<file path="config.mk">
export PLATFORM = sky130hd
export DESIGN_NAME = eeprom_ctrl
export DESIGN_NICKNAME = d
export VERILOG_FILES = /design/src/rtl/eeprom_ctrl.sv
export SDC_FILE = /design/constraint.sdc
export NUM_CORES = 1
export LEC_CHECK = 0
export CORE_ASPECT_RATIO = 0.7
export CORE_MARGIN = 2
export CORE_UTILIZATION = 30
export CTS_CLUSTER_SIZE = 10
export DETAILED_ROUTE_END_ITERATION = 16
export HOLD_SLACK_MARGIN = 0.06
export PLACE_DENSITY_LB_ADDON = 0.15
export SYNTH_ARGS = -nofsm -noshare
export SYNTH_HDL_FRONTEND = slang
export SYNTH_SLANG_ARGS = --single-unit
</file>
<file path="constraint.sdc">
create_clock -name clk -period 4.3 [get_ports clk]
set_input_delay 0.86 -clock clk [delete_from_list [all_inputs] [get_ports clk]]
set_output_delay 0.86 -clock clk [all_outputs]
set_load 0.05 [all_outputs]
</file>
<file path="src/rtl/eeprom_ctrl.sv">
// eeprom_ctrl: command sequencer in front of a small EEPROM array.
// Writes expand to erase then program; every erase/write is read back.
module eeprom_ctrl #(
  parameter int ADDR_W = 4,
  parameter int DATA_W = 16,
  parameter int ERASE_CYCLES = 4,
  parameter int PROG_CYCLES = 4,
  parameter logic [DATA_W-1:0] ERASED_VAL = '0
) (
  input  logic              clk,
  input  logic              rst_n,
  input  logic              req_valid,
  output logic              req_ready,
  input  logic [1:0]        req_op,
  input  logic [ADDR_W-1:0] req_addr,
  input  logic [DATA_W-1:0] req_wdata,
  output logic              rsp_valid,
  output logic [DATA_W-1:0] rsp_rdata,
  output logic              rsp_err,
  output logic [ADDR_W-1:0] mem_addr,
  output logic              mem_we,
  output logic              mem_erase,
  output logic [DATA_W-1:0] mem_wdata,
  input  logic [DATA_W-1:0] mem_rdata
);

  typedef enum logic [2:0] {
    S_IDLE,
    S_READ,
    S_ERASE,
    S_PROG,
    S_VERIFY,
    S_RESP
  } state_t;

  localparam logic [1:0] OP_RD = 2'b00;
  localparam logic [1:0] OP_WR = 2'b01;
  localparam logic [1:0] OP_ER = 2'b10;
  localparam logic [1:0] OP_IL = 2'b11;
  localparam logic [7:0] LP_ER = 8'(ERASE_CYCLES - 1);
  localparam logic [7:0] LP_PG = 8'(PROG_CYCLES - 1);

  state_t r_state;
  state_t w_next;
  logic [7:0] r_cnt;
  logic [7:0] w_cnt;
  logic [1:0] r_op;
  logic [DATA_W-1:0] r_wdata;
  logic [ADDR_W-1:0] r_mem_addr;
  logic r_mem_we;
  logic r_mem_erase;
  logic [DATA_W-1:0] r_mem_wdata;
  logic r_rsp_valid;
  logic [DATA_W-1:0] r_rsp_rdata;
  logic r_rsp_err;
  logic w_accept;
  logic [DATA_W-1:0] w_expect;

  assign w_accept = req_valid && (r_state == S_IDLE);
  assign w_expect = (r_op == OP_WR) ? r_wdata : ERASED_VAL;

  assign req_ready = (r_state == S_IDLE);
  assign rsp_valid = r_rsp_valid;
  assign rsp_rdata = r_rsp_rdata;
  assign rsp_err   = r_rsp_err;
  assign mem_addr  = r_mem_addr;
  assign mem_we    = r_mem_we;
  assign mem_erase = r_mem_erase;
  assign mem_wdata = r_mem_wdata;

  always_comb begin
    w_next = r_state;
    w_cnt  = r_cnt;
    case (r_state)
      S_IDLE: begin
        if (req_valid) begin
          unique case (1'b1)
            (req_op == OP_RD): w_next = S_READ;
            (req_op == OP_WR),
            (req_op == OP_ER): begin
              w_next = S_ERASE;
              w_cnt  = LP_ER;
            end
            default: w_next = S_RESP;
          endcase
        end
      end
      S_READ: w_next = S_RESP;
      S_ERASE: begin
        if (r_cnt == 8'd0) begin
          if (r_op == OP_WR) begin
            w_next = S_PROG;
            w_cnt  = LP_PG;
          end else begin
            w_next = S_VERIFY;
          end
        end else begin
          w_cnt = r_cnt - 8'd1;
        end
      end
      S_PROG: begin
        if (r_cnt == 8'd0) w_next = S_VERIFY;
        else w_cnt = r_cnt - 8'd1;
      end
      S_VERIFY: w_next = S_RESP;
      S_RESP: w_next = S_IDLE;
      default: w_next = S_IDLE;
    endcase
  end

  // Pin outputs are decoded from the next state so they stay registered.
  always_ff @(posedge clk or negedge rst_n) begin
    if (!rst_n) begin
      r_state     <= S_IDLE;
      r_cnt       <= '0;
      r_op        <= OP_RD;
      r_wdata     <= '0;
      r_mem_addr  <= '0;
      r_mem_we    <= 1'b0;
      r_mem_erase <= 1'b0;
      r_mem_wdata <= '0;
      r_rsp_valid <= 1'b0;
      r_rsp_rdata <= '0;
      r_rsp_err   <= 1'b0;
    end else begin
      r_state     <= w_next;
      r_cnt       <= w_cnt;
      r_mem_erase <= (w_next == S_ERASE);
      r_mem_we    <= (w_next == S_PROG);
      r_mem_wdata <= (w_next == S_PROG) ? r_wdata : '0;
      r_rsp_valid <= (w_next == S_RESP);
      if (w_accept) begin
        r_op    <= req_op;
        r_wdata <= req_wdata;
        if (req_op != OP_IL) begin
          r_mem_addr <= req_addr;
        end else begin
          r_rsp_rdata <= '0;
          r_rsp_err   <= 1'b1;
        end
      end
      if (r_state == S_READ) begin
        r_rsp_rdata <= mem_rdata;
        r_rsp_err   <= 1'b0;
      end
      if (r_state == S_VERIFY) begin
        r_rsp_rdata <= mem_rdata;
        r_rsp_err   <= (mem_rdata != w_expect);
      end
    end
  end

endmodule
</file>
==> results of run 1 <==
==> metrics by stage <==
step           instance area, um2   util  hold WS (ns)  power (uW)
3_3_place_gp                 4090  0.398         0.467         791
5_1_grt                      4430  0.431         0.510        1700
6_report                     4430  0.431         0.488        1630
3_5_place_dp                 4090  0.398         0.485         793
4_1_cts                      4430  0.431         0.497        1650
2_1_floorplan                3150      -         0.483         722
==> sequential cells by signal, summed over array words and instances, names as in the netlist <==
signal and flops:
rsp_rdata 16, mem_we 1, rsp_valid 1, mem_wdata 16, mem_addr 4, r_state 3, mem_erase 1, r_wdata 16
r_op 2, r_cnt 8, rsp_err 1
==> cells by family (layout without fill, tap and decap cells) <==
group	after synthesis	after routing
xor gates and xnor gates	9	9
adders and majority gates	4	4
DFF	69	69
buffers and inverters	20	108
muxes	22	22
AOI/OAI and AO/OA	62	62
and+or+nand+nor	79	79
==> synth_stat cells (5+ instances only) <==
library cell / instances / area share
sky130_fd_sc_hd__a21oi_1: 6 / 0.0095
sky130_fd_sc_hd__a22o_1: 17 / 0.047
sky130_fd_sc_hd__a31oi_1: 9 / 0.018
sky130_fd_sc_hd__and2_1: 16 / 0.032
sky130_fd_sc_hd__buf_2: 8 / 0.013
sky130_fd_sc_hd__dfrtp_1: 69 / 0.55
sky130_fd_sc_hd__inv_1: 7 / 0.0083
sky130_fd_sc_hd__mux2_1: 10 / 0.036
sky130_fd_sc_hd__mux2_2: 12 / 0.043
sky130_fd_sc_hd__nand2_1: 5 / 0.0060
sky130_fd_sc_hd__nor2_1: 26 / 0.031
sky130_fd_sc_hd__nor4bb_1: 8 / 0.025
sky130_fd_sc_hd__o21ai_1: 9 / 0.014
sky130_fd_sc_hd__o32ai_1: 8 / 0.022
sky130_fd_sc_hd__xnor2_1: 9 / 0.025
==> how the worst max path moves through the flow <==
stage | from | endpoint | slack, ns | depth (start not counted)
6_report | r_state[0]$_DFF_PN0_ | req_ready | 1.50 | 2
5_1_grt | r_state[0]$_DFF_PN0_ | req_ready | 1.41 | 2
3_5_place_dp | req_valid | r_cnt[3]$_DFFE_PN0P_ | 1.38 | 7
3_3_place_gp | req_valid | r_cnt[5]$_DFFE_PN0P_ | 1.40 | 7
4_1_cts | r_state[0]$_DFF_PN0_ | req_ready | 1.46 | 2
2_1_floorplan | r_state[1]$_DFF_PN0_ | req_ready | 1.82 | 2
==> power groups by stage <==
stage | logic (uW) | clock network [uW] | registers, uW
CTS | 111 | 868 | 671
global route | 120 | 903 | 674
global placement | 109 | 0 | 682
floorplan | 34.4 | 0 | 687
detailed placement | 110 | 0 | 683
finish | 109 | 848 | 671
==> area by class of cell <==
| type | count | area, um2 |
|---|---|---|
| Timing Repair Buffer | 84 | 831 |
| Tap cell | 132 | 165 |
| Fill cell | 946 | 5840 |
| Sequential cell | 69 | 1730 |
| Inverter | 8 | 30.0 |
| Multi-Input combinational cell | 176 | 1340 |
| Clock inverter | 4 | 95.1 |
| Clock buffer | 12 | 246 |
==> routing by layer <==
metal  vias up  wire (um)  track usage
li1       1132          -            -
met1      1179       4040        0.217
met2        60       3370        0.201
met3         4        457       0.0524
met4         0         68       0.0430
met5         -          0            0
==> critical path, cell delays in order, from the launching register on <==
cell                              delay [ns]
sky130_fd_sc_hd__dfrtp_1                0.55
sky130_fd_sc_hd__nor3_1                 0.23
sky130_fd_sc_hd__clkdlybuf4s50_1        0.83
==> reports/qor_table.md, run 1 <==
| Item | Value |
|---|---|
| Count of flip-flops with a built-in enable after synthesis | 0 |
| Antenna fix cells | 0 |
| Buffer type at the clock tree root | sky130_fd_sc_hd__clkbuf_16 |
| Tmin final | 2.80 ns |
| Reg power frac | 0.412 |
| Worst EP required | 3.44 ns |
| Syn_area_per_cell | 11.9 um2 |
| Post-route insts no fill | 485 |
| # hold bufs at CTS | 0 |
| Power Density | 367 nW/um2 |
| Share of synthesized flip-flops with an asynchronous set or reset | 1.00 |
| Area added between synthesis and finish | 40.7% |
| Setup WS pre-CTS | 1.38 ns |
| Vias after detailed routing | 2375 |
| Fin. max-slew vios | 0 |
| Setup Skew | 0.00591 ns |
| Post-CTS Setup Inserts | 0 |
| Number of synthesized register bits | 69 |
| Worst setup slack for register-to-register paths | 2.03 ns |
| Count of endpoints failing hold in the final timing report | 0 |
| Sw Pwr | 328 uW |
| # placed instances | 469 |
| Max capacitance violation total | 0 |
| Commonest cells after routing, fill and taps aside | 80 x sky130_fd_sc_hd__clkdlybuf4s50_1, 69 x sky130_fd_sc_hd__dfrtp_1, 26 x sky130_fd_sc_hd__nor2_1 |
| Placeable Area | 10300 um2 |
| Number of primary I/O pins | 82 |
| Post-synthesis share of cell area spent on full adders, half adders and majority gates | 0.0159 |
| Post-synth design cell area | 3150 um2 |
| Hold depth | 1 |
| Total wirelength of the detailed-routed design | 7.94 mm |
| Clock latency reported for the late side of the worst-skew pair | 0.33 ns |
| Clock slew at the register clock pins of the worst setup and hold paths | 0.05 ns |
| Fraction of layout cells with a size suffix above 1 | 0.119 |
| CP Capture Type | output port |
| Most common cell after layout, fill and taps aside | sky130_fd_sc_hd__clkdlybuf4s50_1 |
| Die outline width | 126 um |
| Number of warnings issued by yosys | 0 |
| Share of synthesized cell area in and, or, nand and nor gates | 0.153 |
| Residual antenna-violating net count after detailed routing | 0 |
| Antenna violations before repair | 0 |
| Largest driver fanout on the critical path | 10 |
| Count of instances resized after the clock tree is built | 0 |
| Part of the total power dissipated in combinational logic | 0.067 |
| Startpoint-to-endpoint class of the critical path | flip-flop to output port |
| Die area | 11400 um2 |
| Seq/Total Area, Yosys | 0.548 |
| Starting DRC count in detailed routing | 139 |
| Internal power of the cells | 1300 uW |
| Detailed-route vias per instance | 4.90 |
| HPWL after detailed placement | 5.57 mm |
| Final weighted congestion in routability-driven placement | 0.791 |
| Worst Hold Path EP | mem_addr[1]$_DFFE_PN0P_ |
| Crit Reg-Reg Startpoint | r_cnt[0]$_DFFE_PN0P_ |
| Maximum ir drop on the vdd rail | 0.170 mV |
| Share of the synthesized area in compound gates (AO/OA/AOI/OAI) | 0.151 |
| Mux share of post-synthesis cell area | 0.0786 |
| Number of iterations in the first detailed-routing pass | 4 |
| Num Clock Sinks | 69 |
| Deepest clock path buffer count | 2 |
| Total DRC errors in the routed layout | 0 |
| TritonCTS buffer count | 9 |
| Mapped Cells | 265 |
| Setup violation total in the final timing report | 0 |
| Max-slew headroom at the worst pin | 0.367 |
| Final Net Count | 393 |
| Setup WS post-layout | 1.50 ns |
| Leakage dissipation | 0.00190 uW |
| Clk network pwr share | 0.521 |
| Arrival time of data at the critical path endpoint | 1.94 ns |
| Most used flip-flop cell after synthesis | sky130_fd_sc_hd__dfrtp_1 |
| Sw frac | 0.202 |
| Maximum number of pins on one net before global-route repair | 70 |
| Global-route wire length before repair | 12.9 mm |
| Vias in the first global route | 2333 |
| Std-Cell Rows | 31 |
| XOR/XNOR share of the synthesized area | 0.0250 |
| Average wire length per cell after detail routing | 16.4 um |
| Overflow after GRT | 0 |
| Worst R2R End | rsp_valid$_DFF_PN0_ |
| Launching element type of the critical path | flip-flop |
| Setup repair after global routing missed its margin | false |
| Worst-margin pin slew | 0.949 ns |
| Post-synthesis net count | 310 |
| Initial standard-cell utilization of the core | 0.307 |
| Total negative setup slack | 0 ns |
| Dominant combinational cell family by area after synthesis | simple AND/OR/NAND/NOR gates |
| Clock tree from TritonCTS | built |
| Worst Hold Launch | mem_addr[1]$_DFFE_PN0P_ |
| # port buffers | 81 |
| Maximum clock rate | 0.357 GHz |
| Count of H-tree levels built during CTS | 3 |
| Count of distinct cell types in the synthesized netlist | 47 |
| Total Routing Usage GR | 0.147 |
| Die Y-Extent | 89.7 um |
| Period utilization | 0.652 |
| Depth of the worst register-to-register path | 7 |
| Run status | finished, final reports clean |
| Hold crit path type | flip-flop to flip-flop |
Power figures use the tool's default switching activity.
==> run 2, diff against run 1 <==
==> constraint.sdc (replaced) <==
create_clock -name clk -period 2.31 [get_ports clk]
set_input_delay 0.462 -clock clk [delete_from_list [all_inputs] [get_ports clk]]
set_output_delay 0.462 -clock clk [all_outputs]
set_load 0.05 [all_outputs]
==> run 2 against run 1 <==
First-iteration DRC count down 27%; flip-flop and latch count is the same; critical path type unchanged; design area grew 0.11%.
==> reports/qor_table.md, run 2 (synthesis results as in run 1) <==
| Item | Value | Delta |
|---|---|---|
| Deepest clock path buffer count | 2 | unchanged |
| Die outline width | 126 um | unchanged |
| Reg power frac | 0.458 | +0.046 |
| Clk network pwr share | 0.465 | -0.056 |
| Largest driver fanout on the critical path | 3 | -7 |
| Antenna violations before repair | 0 | unchanged |
| Starting DRC count in detailed routing | 102 | -27% |
| Number of iterations in the first detailed-routing pass | 4 | unchanged |
| Number of primary I/O pins | 82 | unchanged |
| Setup Skew | 0.00647 ns | +0.000561 ns |
| Sw Pwr | 606 uW | +85% |
| Maximum clock rate | 0.487 GHz |  |
| Residual antenna-violating net count after detailed routing | 0 | unchanged |
| Area added between synthesis and finish | 40.9% |  |
| Worst Setup SP | rsp_err$_DFFE_PN0P_ |  |
| Commonest cells after routing, fill and taps aside | 79 x sky130_fd_sc_hd__clkdlybuf4s50_1, 69 x sky130_fd_sc_hd__dfrtp_1, 26 x sky130_fd_sc_hd__nor2_1 |  |
| Count of instances resized after the clock tree is built | 0 | unchanged |
| Die area | 11400 um2 | unchanged |
| Critical path's slowest cell | sky130_fd_sc_hd__clkdlybuf4s50_1 |  |
| Setup repair after global routing missed its margin | false |  |
| Vias in the first global route | 2369 | +1.5% |
| Fin. max-slew vios | 0 | unchanged |
| Part of the total power dissipated in combinational logic | 0.077 | +0.010 |
| Average wire length per cell after detail routing | 16.5 um | +0.82% |
| Clock tree from TritonCTS | built |  |
| Post-CTS Setup Inserts | 0 | unchanged |
| Maximum ir drop on the vdd rail | 0.287 mV | +69% |
| Arrival time of data at the critical path endpoint | 1.59 ns | -0.35 ns |
| CP Capture Type | output port |  |
| Overflow after GRT | 0 | unchanged |
| Internal power of the cells | 2120 uW | +63% |
| Std-Cell Rows | 31 | unchanged |
| Total wirelength of the detailed-routed design | 8.10 mm | +2.1% |
| Area of all placed cells without fillers | 4440 um2 | +0.11% |
| Top delay family on crit path | buffers and inverters |  |
| Count of H-tree levels built during CTS | 3 | unchanged |
| Filler Cell Count | 962 | +1.7% |
| Buffer type at the clock tree root | sky130_fd_sc_hd__clkbuf_16 |  |
| Worst-margin pin slew | 0.612 ns | -0.337 ns |
| Clock latency reported for the late side of the worst-skew pair | 0.33 ns | about the same |
| Run status | finished, final reports clean |  |
| Max capacitance violation total | 0 | unchanged |
| Startpoint-to-endpoint class of the critical path | flip-flop to output port |  |
| Tmin final | 2.05 ns |  |
| Antenna fix cells | 0 | unchanged |
| Launching element type of the critical path | flip-flop |  |
| Total negative setup slack | 0 ns | unchanged |
| Crit Reg-Reg Startpoint | r_op[1]$_DFFE_PN0P_ |  |
| Period utilization | 0.889 |  |
| Leakage dissipation | 0.00191 uW | +0.59% |
| Max-slew headroom at the worst pin | 0.590 | +0.223 |
| Detailed-route vias per instance | 4.89 | -0.14% |
| Power Density | 615 nW/um2 | +67% |
| Initial standard-cell utilization of the core | 0.307 | unchanged |
| Total Routing Usage GR | 0.150 | +0.00327 |
| Total DRC errors in the routed layout | 0 | unchanged |
| Clock slew at the register clock pins of the worst setup and hold paths | 0.06 ns | about the same |
| TritonCTS buffer count | 9 | unchanged |
| Bufs and invs on worst path | 1 | unchanged |
| Placeable Area | 10300 um2 | unchanged |
| Vias after detailed routing | 2401 | +1.1% |
| Final weighted congestion in routability-driven placement | 0.864 | +9.3% |
| Global-route wire length before repair | 13.1 mm | +1.6% |
| HPWL after detailed placement | 5.84 mm | +4.7% |
| Sw frac | 0.222 | +0.0205 |
| # hold bufs at CTS | 0 | unchanged |
| Most common cell after layout, fill and taps aside | sky130_fd_sc_hd__clkdlybuf4s50_1 |  |
| Fraction of layout cells with a size suffix above 1 | 0.139 | +0.0203 |
| # port buffers | 81 | unchanged |
| Hold crit path type | primary input to async pin |  |
| Num Clock Sinks | 69 | unchanged |
| Cells along the critical path | clkdlybuf4s50_1 |  |
| Total cell area at the placement stage | 4160 um2 | +1.7% |
| Count of endpoints failing hold in the final timing report | 0 | unchanged |
| Maximum single-stage delay on the critical path | 0.86 ns | +0.03 ns |
| Maximum number of pins on one net before global-route repair | 39 | -44% |
| Final Net Count | 399 | +1.5% |
| Setup violation total in the final timing report | 0 | unchanged |
| Worst EP required | 1.85 ns | -1.59 ns |
| Die Y-Extent | 89.7 um | unchanged |
-- run 2: changes by cell type in the layout (fill, tap and decap cells not counted), sizes merged --
cell,delta
bufinv,-3
clkinvlp,+1
clkdlybuf4s50,-1
clkinv,+2
buf,+7
-- run 2: area by class of cell --
type,instances,area (um2),area share
Clock buffer,12,256,0.0578
Inverter,8,30.0,0.00676
Timing Repair Buffer,90,898,0.202
Sequential cell,69,1730,0.389
Clock inverter,4,22.5,0.00507
Multi-Input combinational cell,176,1340,0.302
Tap cell,132,165,0.0372
-- run 2: path summary, 6_finish.rpt --
path                                           end  slack, ns  cells after the start
min in group clk           mem_addr[2]$_DFFE_PN0P_       0.48                      1
max                                        rsp_err       0.26                      1
min reg2reg                mem_addr[2]$_DFFE_PN0P_       0.48                      1
min                           r_cnt[3]$_DFFE_PN0P_       0.11                      1
max reg2reg                    rsp_err$_DFFE_PN0P_       0.31                      6
max in group asynchronous  mem_addr[1]$_DFFE_PN0P_       1.64                      2
-- run 2: through the flow --
| step | total power, uW | setup slack, ns | util | std cells | hold WS, ns |
|---|---|---|---|---|---|
| after floorplan | 1340 | 0.226 | - | 265 | 0.166 |
| after global placement | 1480 | 0.150 | 0.405 | 475 | 0.478 |
| after detailed placement | 1480 | 0.106 | 0.405 | 475 | 0.478 |
| after CTS | 2780 | 0.242 | 0.432 | 491 | 0.123 |
| after global routing | 2850 | 0.153 | 0.432 | 491 | 0.147 |
| final | 2730 | 0.257 | 0.432 | 491 | 0.114 |
-- run 2: power groups by stage --
stage	Clock [uW]	Sequential (uW)	Combinational [uW]
2_1_floorplan	0	1280	64.0
3_3_place_gp	0	1270	211
3_5_place_dp	0	1270	213
4_1_cts	1310	1250	214
5_1_grt	1360	1250	230
6_report	1270	1250	209
-- run 2: layer usage --
layer	vias to the layer above	track usage	wire, um
met5	-	0	0
met4	0	0.0449	86
met3	10	0.0530	518
met2	57	0.201	3340
met1	1191	0.226	4160
li1	1143	-	-
==> run 3, diff against run 2 <==
--- a/config.mk
+++ b/config.mk
@@ -7,7 +7,7 @@
 export LEC_CHECK = 0
 export CORE_ASPECT_RATIO = 0.7
 export CORE_MARGIN = 2
-export CORE_UTILIZATION = 30
+export CORE_UTILIZATION = 44
 export CTS_CLUSTER_SIZE = 10
 export DETAILED_ROUTE_END_ITERATION = 16
 export HOLD_SLACK_MARGIN = 0.06
==> run 3 against run 2 <==
Clock skew rose by 0.0029 ns; power fell by 11%; critical path depth did not move; die area fell by 31%; routed wire length fell by 6.6%; worst setup slack improved by 0.027 ns; register-to-register slack improved by 0.04 ns; worst hold slack got worse by 0.040 ns; design area fell by 3.4%; fmax rose by 1.3%.
==> reports/qor_table.md, run 3 (synthesis results as in run 1) <==
| Item | Value | Delta |
|---|---|---|
| Maximum clock rate | 0.493 GHz | +1.3% |
| Hold crit path type | primary input to async pin |  |
| Power Density | 569 nW/um2 | -7.4% |
| Bufs and invs on worst path | 1 | unchanged |
| Num Clock Sinks | 69 | unchanged |
| Deepest clock path buffer count | 2 | unchanged |
| Buffer type at the clock tree root | sky130_fd_sc_hd__clkbuf_8 |  |
| Vias in the first global route | 2390 | +0.89% |
| Total wirelength of the detailed-routed design | 7.57 mm | -6.6% |
| Average wire length per cell after detail routing | 16.7 um | +1.4% |
| Setup violation total in the final timing report | 0 | unchanged |
| Vias after detailed routing | 2410 | +0.37% |
| Largest driver fanout on the critical path | 3 | unchanged |
| Post-CTS Setup Inserts | 0 | unchanged |
| Area added between synthesis and finish | 36.1% |  |
| Die outline width | 105 um | -17% |
| Worst EP required | 1.85 ns | about the same |
| Met2 usage in global routing | 0.298 | +0.0974 |
| Tmin final | 2.03 ns | -0.0269 ns |
| Fraction of met3 tracks used by global routing | 0.0667 | +0.0137 |
| # port buffers | 81 | unchanged |
| Die area | 7860 um2 | -31% |
| Antenna fix cells | 0 | unchanged |
| Number of primary I/O pins | 82 | unchanged |
| Top delay family on crit path | buffers and inverters |  |
| Residual antenna-violating net count after detailed routing | 0 | unchanged |
| Total Routing Usage GR | 0.210 | +0.0598 |
| Maximum ir drop on the vdd rail | 0.353 mV | +23% |
| Max-slew headroom at the worst pin | 0.578 | -0.0124 |
| Filler Cell Count | 541 | -44% |
| FF+latch area | 1730 um2 | unchanged |
| Std-Cell Rows | 25 | -19% |
| Leakage dissipation | 0.00186 uW | -2.6% |
| Clock slew at the register clock pins of the worst setup and hold paths | 0.08 ns | +0.02 ns |
| Final weighted congestion in routability-driven placement | 0.865 | about the same |
| Clock tree from TritonCTS | built |  |
| # hold bufs at CTS | 0 | unchanged |
| Worst-margin pin slew | 0.633 ns | +0.0205 ns |
| CP Capture Type | output port |  |
| Run status | finished, final reports clean |  |
| Total negative setup slack | 0 ns | unchanged |
| Met1 track demand over resource in global routing | 0.309 | +0.0839 |
| Fin. max-slew vios | 0 | unchanged |
| Final Net Count | 398 | -0.25% |
| Setup Skew | 0.00940 ns | +0.00293 ns |
| Antenna violations before repair | 0 | unchanged |
| Initial standard-cell utilization of the core | 0.460 | +0.153 |
| Die Y-Extent | 74.8 um | -17% |
| Launching element type of the critical path | flip-flop |  |
| Period utilization | 0.877 | -0.0116 |
| Fraction of layout cells with a size suffix above 1 | 0.140 | +0.000389 |
| TritonCTS buffer count | 9 | unchanged |
| Max capacitance violation total | 0 | unchanged |
| Clock latency reported for the late side of the worst-skew pair | 0.34 ns | about the same |
| HPWL after detailed placement | 5.36 mm | -8.1% |
| Arrival time of data at the critical path endpoint | 1.56 ns | -0.03 ns |
| Startpoint-to-endpoint class of the critical path | flip-flop to output port |  |
| Area of the multi-input gates | 1340 um2 | unchanged |
| Commonest cells after routing, fill and taps aside | 79 x sky130_fd_sc_hd__clkdlybuf4s50_1, 69 x sky130_fd_sc_hd__dfrtp_1, 26 x sky130_fd_sc_hd__nor2_1 |  |
| # placed instances | 436 | -8.2% |
| Placeable Area | 6850 um2 | -33% |
| Setup repair after global routing missed its margin | false |  |
| Count of endpoints failing hold in the final timing report | 0 | unchanged |
| Global-route wire length before repair | 12.5 mm | -4.0% |
| Detailed-route vias per instance | 5.33 | +9.0% |
| Count of H-tree levels built during CTS | 3 | unchanged |
| Total DRC errors in the routed layout | 0 | unchanged |
| Number of iterations in the first detailed-routing pass | 4 | unchanged |
| Starting DRC count in detailed routing | 97 | -4.9% |
| Cells along the critical path | clkdlybuf4s50_1 |  |
| Most utilized layer in the global route result | met1 |  |
| Most common cell after layout, fill and taps aside | sky130_fd_sc_hd__clkdlybuf4s50_1 |  |
| Critical path's slowest cell | sky130_fd_sc_hd__clkdlybuf4s50_1 |  |
| Count of instances resized after the clock tree is built | 0 | unchanged |
| Overflow after GRT | 0 | unchanged |
| Maximum single-stage delay on the critical path | 0.83 ns | -0.03 ns |
| Maximum number of pins on one net before global-route repair | 29 | -26% |
| Post-route insts no fill | 452 | -7.9% |
-- run 3: cell count changes in the layout (fill, tap and decap cells not counted) --
cell and delta:
sky130_fd_sc_hd__bufinv_16 +1, sky130_fd_sc_hd__inv_6 +2, sky130_fd_sc_hd__buf_2 +1, sky130_fd_sc_hd__buf_12 -1
sky130_fd_sc_hd__clkbuf_8 +7, sky130_fd_sc_hd__clkbuf_16 -9, sky130_fd_sc_hd__clkinvlp_4 +1, sky130_fd_sc_hd__clkinv_2 -1
sky130_fd_sc_hd__buf_4 -1, sky130_fd_sc_hd__clkbuf_1 -1
-- run 3: cell type report --
| class | instances | share of cell area |
|---|---|---|
| sequential | 69 | 0.403 |
| clock inverter | 7 | 0.0169 |
| inverter | 8 | 0.00701 |
| timing repair buffer | 89 | 0.204 |
| clock buffer | 9 | 0.0289 |
| tap | 94 | 0.0274 |
| multi-input combinational | 176 | 0.313 |
-- run 3: power breakdown --
group          internal, uW  switching [uW]
Combinational           113            93.2
Sequential             1230            22.6
Clock                   502             483
-- run 3: worst paths after layout --
check / from / to / slack (ns) / cells after the start
hold reg to reg: mem_addr[1]$_DFFE_PN0P_ / mem_addr[1]$_DFFE_PN0P_ / 0.50 / 1
min in group clk: mem_addr[1]$_DFFE_PN0P_ / mem_addr[1]$_DFFE_PN0P_ / 0.50 / 1
hold / removal: rst_n / r_op[0]$_DFFE_PN0P_ / 0.07 / 1
setup / recovery: rsp_err$_DFFE_PN0P_ / rsp_err / 0.28 / 1
max in group asynchronous: rst_n / mem_wdata[1]$_DFF_PN0_ / 1.53 / 2
setup reg to reg: r_cnt[5]$_DFFE_PN0P_ / rsp_valid$_DFF_PN0_ / 0.35 / 5
-- run 3: per-layer routing --
layer | up-vias | wire length [um]
met3 | 9 | 485
met2 | 83 | 3200
li1 | 1146 | -
met5 | - | 0
met1 | 1172 | 3800
met4 | 0 | 80
-- run 3: stage by stage --
step	cell area, um2	power, uW	utilization	setup slack [ns]	hold slack (ns)
6_report	4290	2440	0.626	0.284	0.0740
5_1_grt	4290	2560	0.626	0.209	0.105
3_3_place_gp	4090	1470	0.597	0.171	0.448
4_1_cts	4290	2470	0.626	0.268	0.0851
2_1_floorplan	3150	1340	-	0.226	0.166
3_5_place_dp	4090	1480	0.597	0.119	0.453
